==> src/rtl/fetch_stage_pkg.sv <==
// Shared pipeline definitions: fetch defaults and the IF/ID register payload
// that decode consumes.
package fetch_stage_pkg;

  localparam logic [31:0] RESET_PC  = 32'h0000_0000;
  localparam logic [31:0] NOP_INSTR = 32'h0000_0000;

  typedef struct packed {
    logic [31:0] pc;
    logic [31:0] instr;
    logic        valid;
  } if_id_t;

  localparam int IF_ID_W = $bits(if_id_t);

  // Instruction addresses are word addresses; the byte-offset bits are discarded.
  function automatic logic [31:0] word_align(input logic [31:0] addr);
    return {addr[31:2], 2'b00};
  endfunction

endpackage

==> src/rtl/fetch_stage_if_id_reg.sv <==
// Generic pipeline register with synchronous clear and hold enables.
// Clear has priority over hold, so a flush during a stall still empties the stage.
module if_id_reg #(
  parameter int           W       = 1,
  parameter logic [W-1:0] CLR_VAL = '0
) (
  input  logic         clk,
  input  logic         rst,
  input  logic         clr,
  input  logic         hold,
  input  logic [W-1:0] d,
  output logic [W-1:0] q
);

  logic [W-1:0] q_q;
  logic [W-1:0] q_d;

  always_comb begin
    q_d = q_q;
    if (clr) begin
      q_d = CLR_VAL;
    end else if (!hold) begin
      q_d = d;
    end
  end

  always_ff @(posedge clk) begin
    if (rst) begin
      q_q <= CLR_VAL;
    end else begin
      q_q <= q_d;
    end
  end

  assign q = q_q;

endmodule

==> src/rtl/fetch_stage.sv <==
// Instruction-fetch stage: PC register, +4 adder, IF/ID capture and a
// saturating counter of cycles lost to hazard freeze.
module fetch_stage #(
  parameter logic [31:0] RESET_PC  = fetch_stage_pkg::RESET_PC,
  parameter logic [31:0] NOP_INSTR = fetch_stage_pkg::NOP_INSTR,
  parameter int          CNT_W     = 16
) (
  input  logic             clk,
  input  logic             rst,
  input  logic             freeze,
  input  logic             branch_taken,
  input  logic [31:0]      branch_addr,
  input  logic             flush,
  output logic [31:0]      imem_pc,
  input  logic [31:0]      imem_instr,
  output logic [31:0]      if_pc,
  output logic [31:0]      if_instr,
  output logic             if_valid,
  output logic [CNT_W-1:0] freeze_cnt
);

  import fetch_stage_pkg::*;

  localparam logic [CNT_W-1:0] CNT_MAX   = '1;
  localparam if_id_t           IF_ID_CLR = '{pc: 32'd0, instr: NOP_INSTR, valid: 1'b0};

  logic [31:0]      pc_q;
  logic [31:0]      pc_d;
  logic [31:0]      pc_plus4;
  logic [CNT_W-1:0] freeze_cnt_q;
  logic [CNT_W-1:0] freeze_cnt_d;
  logic             if_id_clr;
  if_id_t           if_id_d;
  if_id_t           if_id_q;

  always_comb pc_plus4 = pc_q + 32'd4;

  // A taken branch beats freeze: the stalled instruction is on the wrong path anyway.
  always_comb begin
    pc_d = pc_q;
    if (branch_taken) begin
      pc_d = word_align(branch_addr);
    end else if (!freeze) begin
      pc_d = pc_plus4;
    end
  end

  always_comb begin
    freeze_cnt_d = freeze_cnt_q;
    if (freeze && !branch_taken && (freeze_cnt_q != CNT_MAX)) begin
      freeze_cnt_d = freeze_cnt_q + 1'b1;
    end
  end

  always_ff @(posedge clk) begin
    if (rst) begin
      pc_q         <= RESET_PC;
      freeze_cnt_q <= '0;
    end else begin
      pc_q         <= pc_d;
      freeze_cnt_q <= freeze_cnt_d;
    end
  end

  always_comb begin
    if_id_clr = branch_taken || flush;
    if_id_d   = '{pc: pc_plus4, instr: imem_instr, valid: 1'b1};
  end

  if_id_reg #(
    .W       (IF_ID_W),
    .CLR_VAL (IF_ID_CLR)
  ) u_if_id (
    .clk  (clk),
    .rst  (rst),
    .clr  (if_id_clr),
    .hold (freeze),
    .d    (if_id_d),
    .q    (if_id_q)
  );

  assign imem_pc    = pc_q;
  assign if_pc      = if_id_q.pc;
  assign if_instr   = if_id_q.instr;
  assign if_valid   = if_id_q.valid;
  assign freeze_cnt = freeze_cnt_q;

endmodule

==> config.mk <==
export PLATFORM = sky130hd
export DESIGN_NAME = fetch_stage
export DESIGN_NICKNAME = d
export VERILOG_FILES = /design/src/rtl/fetch_stage_pkg.sv /design/src/rtl/fetch_stage_if_id_reg.sv /design/src/rtl/fetch_stage.sv
export SDC_FILE = /design/constraint.sdc
export NUM_CORES = 1
export LEC_CHECK = 0
export ABC_AREA = 1
export CORE_MARGIN = 4
export CORE_UTILIZATION = 50
export DETAILED_ROUTE_END_ITERATION = 8
export GPL_TIMING_DRIVEN = 0
export PLACE_DENSITY_LB_ADDON = 0.12
export SLEW_MARGIN = 20
export SYNTH_ARGS = -nofsm -noshare
export SYNTH_HDL_FRONTEND = slang
export SYNTH_SLANG_ARGS = --single-unit
==> constraint.sdc <==
create_clock -name clk -period 2.5 [get_ports clk]
set_input_delay 0.25 -clock clk [delete_from_list [all_inputs] [get_ports clk]]
set_output_delay 0.25 -clock clk [all_outputs]
set_load 0.1 [all_outputs]
After elaboration in Yosys (flattened, before gate mapping)
Index checks and enable logic that the tools add are counted.
- register bits after elaboration: 113
- input bits: 69
- output and inout bits: 113
- $add $sub $neg: 2
- equal/unequal tests: 2
- multiplexer cells: 2
- reduce and logical (&&, ||, !) cells: 6
- operators by type and width (kind ; count):
    2-to-1 mux 32 bit ; 2
    adder 32 x 3 -> 32 bit (second input constant) ; 1
    adder 16 x 1 -> 16 bit (second input constant) ; 1
    inequality test 16 bit (second input constant) ; 1
    OR reduction 2 bit ; 2
    logical AND 1 bit ; 2
    inequality test 2 x 1 -> 1 bit (second input constant) ; 1
    zero test 1 bit ; 1
    logical OR 1 bit ; 1

Depth between registers and ports, before layout
- depth after elaboration: 3
- depth in mapped cells: 9
- gate-level depth less buffers: 9

Cells and area by module
Synthesis repeated with hierarchy kept, for this count alone.
- cell total of the unflattened synthesis: 916
- area, all modules: 5803.1 um2
- by module, submodules not included (module ; times used ; cells each ; area an instance (um2) ; seq. area each (um2)):
    fetch_stage ; 1 ; 504 ; 3158.0 ; 920.9
    if_id_reg ; 1 ; 412 ; 2645.0 ; 1301.2

Worst setup path after synthesis
Ideal clock, no wire load.
- path kind: register -> register
- start point: register freeze_cnt_q[0] (netlist: freeze_cnt[0])
- end point: register freeze_cnt_q[14] (netlist: freeze_cnt[14])
- setup time: 136 ps
- arrival: 2162 ps
- required time: 2364 ps
- path slack: 202 ps
- cell stages (with the launch flop): 10
- clock period less this slack: 2298 ps
- cells stage by stage: dfxtp_1 -> ha_1 -> nand3_1 -> inv_1 -> nand4_2 -> nand2_4 -> inv_2 -> buf_6 -> nand2_1 -> a21oi_2
- word-level cells in the longest chain between the ends: 2
- elaborated cells on any way between the ends: 3
- classes of those cells: 1 x add/sub; 1 x eq/ne; 1 x reduce/logical
- ends and longest elaborated chain (element ; line ; RTL):
    start, declared ; fetch_stage.sv:30 ; logic [CNT_W-1:0] freeze_cnt_q;
    start signal, assigned ; fetch_stage.sv:61 ; freeze_cnt_q <= freeze_cnt_d;
    branches (longest 2 deep; another with adder 16 x 1 -> 16 bit) ; - ;
Parallel ways; which one is timed is not known.
A chain may end at the register's enable or synchronous reset.

Final worst setup path
- start point: register pc_q[26] (netlist: imem_pc[26])
- end point: output port imem_pc[26]
- RTL lines (element ; line ; RTL):
    start, declared ; fetch_stage.sv:27 ; logic [31:0] pc_q;
    start signal, assigned ; fetch_stage.sv:60 ; pc_q <= pc_d;
    end, declared ; fetch_stage.sv:14 ; output logic [31:0] imem_pc,
No word-level cell between the ends.

==> results.md <==
* Cell Pwr Density at 489.2 nW/µm²
* Sink Count at 109
* Slowest CP cell: clkdlybuf4s50_1
* Yosys top cell by area: dfxtp_1
* Synth top area share at 0.4013
* DP HPWL at 13100 µm
* Clk slew on worst S/H paths at 0.11 ns
* Post-synth top flop: dfxtp_1
* Post-CTS Repair Setup Buffers at 0
* CTS Hold Bufs at 0
* Crit path launch: imem_pc[26]
* Critical Path RT at 2.25 ns
* Peak VDD IR at 288.0 µV
* Hold path depth at 3
* Largest net degree at the start of global routing at 19
* Switching Power at 1.277 mW
* Critical R2R Capture: imem_pc[14]
* Core Area at 10460 µm²
* Pint at 2.409 mW
* IO Pins at 182
* Starting Density at 0.5197
* Fin util at 0.7203
* Grt ovf at 0
* Max Fclk at 0.4377 GHz
* Setup slack, reg-to-reg at 0.72 ns
* Fin Clk Skew at 0.01134 ns
* Crit end category: primary output
* DRC Markers at 0
* Max cap viols at 0
* Sequential fraction of the synthesis area at 0.4013
* Fin crit share at 0.9139
* Logic pwr share at 0.233
* Worst Path Arrival at 2.03 ns
* Clk root buf: clkbuf_8
* Vias/cell at 5.219
* Pre-CTS WS at 0.4741 ns
* Clock network fraction of total power at 0.269
* Total wire length at 16880 µm
* CTS tree: done
* Relative slew margins at 0.3236
* Cell Area, Placed at 7361 µm²
* Vias in the first global route at 5528
* Latest clock arrival within the worst-skew pair at 0.37 ns
* Num CTS Buffers at 9
* Filler cell count at 864
* Top post-synthesis cells by area: dfxtp_1 (40%), nand2_1 (18%), a21oi_2 (10%)
* Critical path class: register to primary output
* Worst Path Buf+Inv at 1
* H-tree depth at 3
* Final slew viol count at 0
* Leak pwr at 2.569 nW
* Initial antenna violation count at 0
* Final hold slack at 0.4212 ns
* Cells after Synth at 750
* FF-to-FF path depth at 8
* Synthesis Warnings at 0
* Syn Std Cell Area at 5438 µm²
* Crit-path max cell delay at 1.19 ns
* Switching Fraction at 0.3465
* Ant. Diodes at 0
* Final setup violation count at 0
* Setup TNS at 0 ns
* Iter 0 DRT Violations at 400
* Die height at 112.3 µm
* Setup ws final at 0.2153 ns
* CTS resizes at 0
* Hold_sp: imem_instr[7]
* Wire per inst at 15.64 µm
* Period minus WS final at 2.285 ns
* IO Port Bufs at 174
* First-pass GRT wire length at 27230 µm
* Area grow syn2layout at 38.59%
* Synth top cells by count: nand2_1 (255), dfxtp_1 (109), a21oi_2 (63), inv_1 (54), o21ai_0 (43)
* Die area at 12610 µm²
* Crit-path max FO at 6
* First-pass iteration count of the detailed router at 5
* Clock Tree Buf Depth at 2
* GP Congestion at 0.9077
* Nets at 1009
* RSZ-0062 raised after global routing: no
* Vias at 5631
* Area of the multi-input gates at 2805 µm²
* Cell variety after synth at 35
* HP Class: input port to register
* Final hold vios at 0
* Worst path top cell family by delay: buffers and inverters
* R2r startpoint: imem_pc[2]
* #FFs+latches synth at 109
* Share of layout cells above drive strength 1 at 0.1294
* Routed Antenna Nets at 0
* Hold Path End: u_if_id.q[8]
* CP Launch Type: register
* Slew of the pin with the lowest slew margin at 1.011 ns
* Overall Global Routing Usage at 0.2639
* Register area at 2182 µm²
* FP Rows at 37
* Horiz. Die Dim at 112.3 µm
* Critical path, cell by cell: clkdlybuf4s50_1
* Async SR Flop Fraction at 0
* Seq pwr share at 0.498
* Final Instance Area at 7536 µm²
* Syn Area/Cell at 7.250 µm²
* Number of synthesized flops with an enable pin at 0
* Count leader, synth: nand2_1
* Status: complete, no violations
==> logic make-up (layout without fill, tap and decap cells) <==
family | after synthesis | in the layout | synth area share
other cells | 1 | 4 | 0.0006896
flops | 109 | 109 | 0.4013
fa+ha+maj | 2 | 2 | 0.004601
buf+inv | 96 | 286 | 0.08491
xor+xnor | 14 | 14 | 0.02255
simple gates | 377 | 377 | 0.2973
compound gates | 151 | 151 | 0.1887
==> worst max path at each step <==
stage,end,cells past startpoint
final,imem_pc[26],1
after global routing,freeze_cnt[4],1
after CTS,imem_pc[26],1
after detailed placement,imem_pc[20],7
after global placement,imem_pc[20],7
after floorplan,freeze_cnt[14],9
==> per-layer routing <==
| metal | routed length (µm) | track usage | part of all wire | up-vias |
|---|---|---|---|---|
| li1 | - | - | - | 2783 |
| met1 | 7108 | 0.3326 | 0.42 | 2584 |
| met3 | 1306 | 0.05768 | 0.077 | 36 |
| met2 | 7962 | 0.4342 | 0.47 | 228 |
| met4 | 502 | 0.1162 | 0.030 | 0 |
| met5 | 0 | 0 | 0 | - |
==> sequential cells by signal (all words and copies together), names as in the netlist <==
register and flops:
u_if_id.q 63, imem_pc 30, freeze_cnt 16
==> through the flow <==
| step | total power, mW | instances |
|---|---|---|
| 2_1_floorplan | 2.449 | 753 |
| 3_3_place_gp | 2.714 | 1063 |
| 3_5_place_dp | 2.727 | 1063 |
| 4_1_cts | 3.707 | 1079 |
| 5_1_grt | 3.832 | 1079 |
| 6_report | 3.686 | 1079 |
==> placed cells by master, fill, tap and decap left out, drive strengths merged, types with 2 or more instances in the layout <==
cell type | netlist | final
conb | 1 | 4
dfxtp | 109 | 109
clkbuf | 17 | 27
a22o | 6 | 6
nor2 | 54 | 54
clkdlybuf4s50 | 0 | 174
nand4 | 11 | 11
or2 | 3 | 3
xor2 | 8 | 8
a21oi | 89 | 89
nand2 | 260 | 260
ha | 2 | 2
o211ai | 2 | 2
and2 | 2 | 2
buf | 23 | 23
a31oi | 3 | 3
xnor2 | 6 | 6
nor3 | 5 | 5
clkinvlp | 0 | 3
o21ai | 50 | 50
inv | 56 | 58
nand3 | 41 | 41
==> power by group through the flow <==
stage	Clock, mW	Combinational, mW	Sequential, mW
2_1_floorplan	0	0.253	2.20
3_3_place_gp	0	0.843	1.87
3_5_place_dp	0	0.855	1.87
4_1_cts	1.02	0.858	1.83
5_1_grt	1.09	0.905	1.84
6_report	0.992	0.860	1.83
==> layout make-up <==
type | count | share of cell area
Sequential cell | 109 | 0.2896
Clock inverter | 6 | 0.006309
Clock buffer | 10 | 0.01694
Inverter | 56 | 0.02789
Buffer | 40 | 0.03337
Timing Repair Buffer | 174 | 0.2311
Tap cell | 136 | 0.02258
Multi-Input combinational cell | 548 | 0.3722
Power figures use the tool's default switching activity.
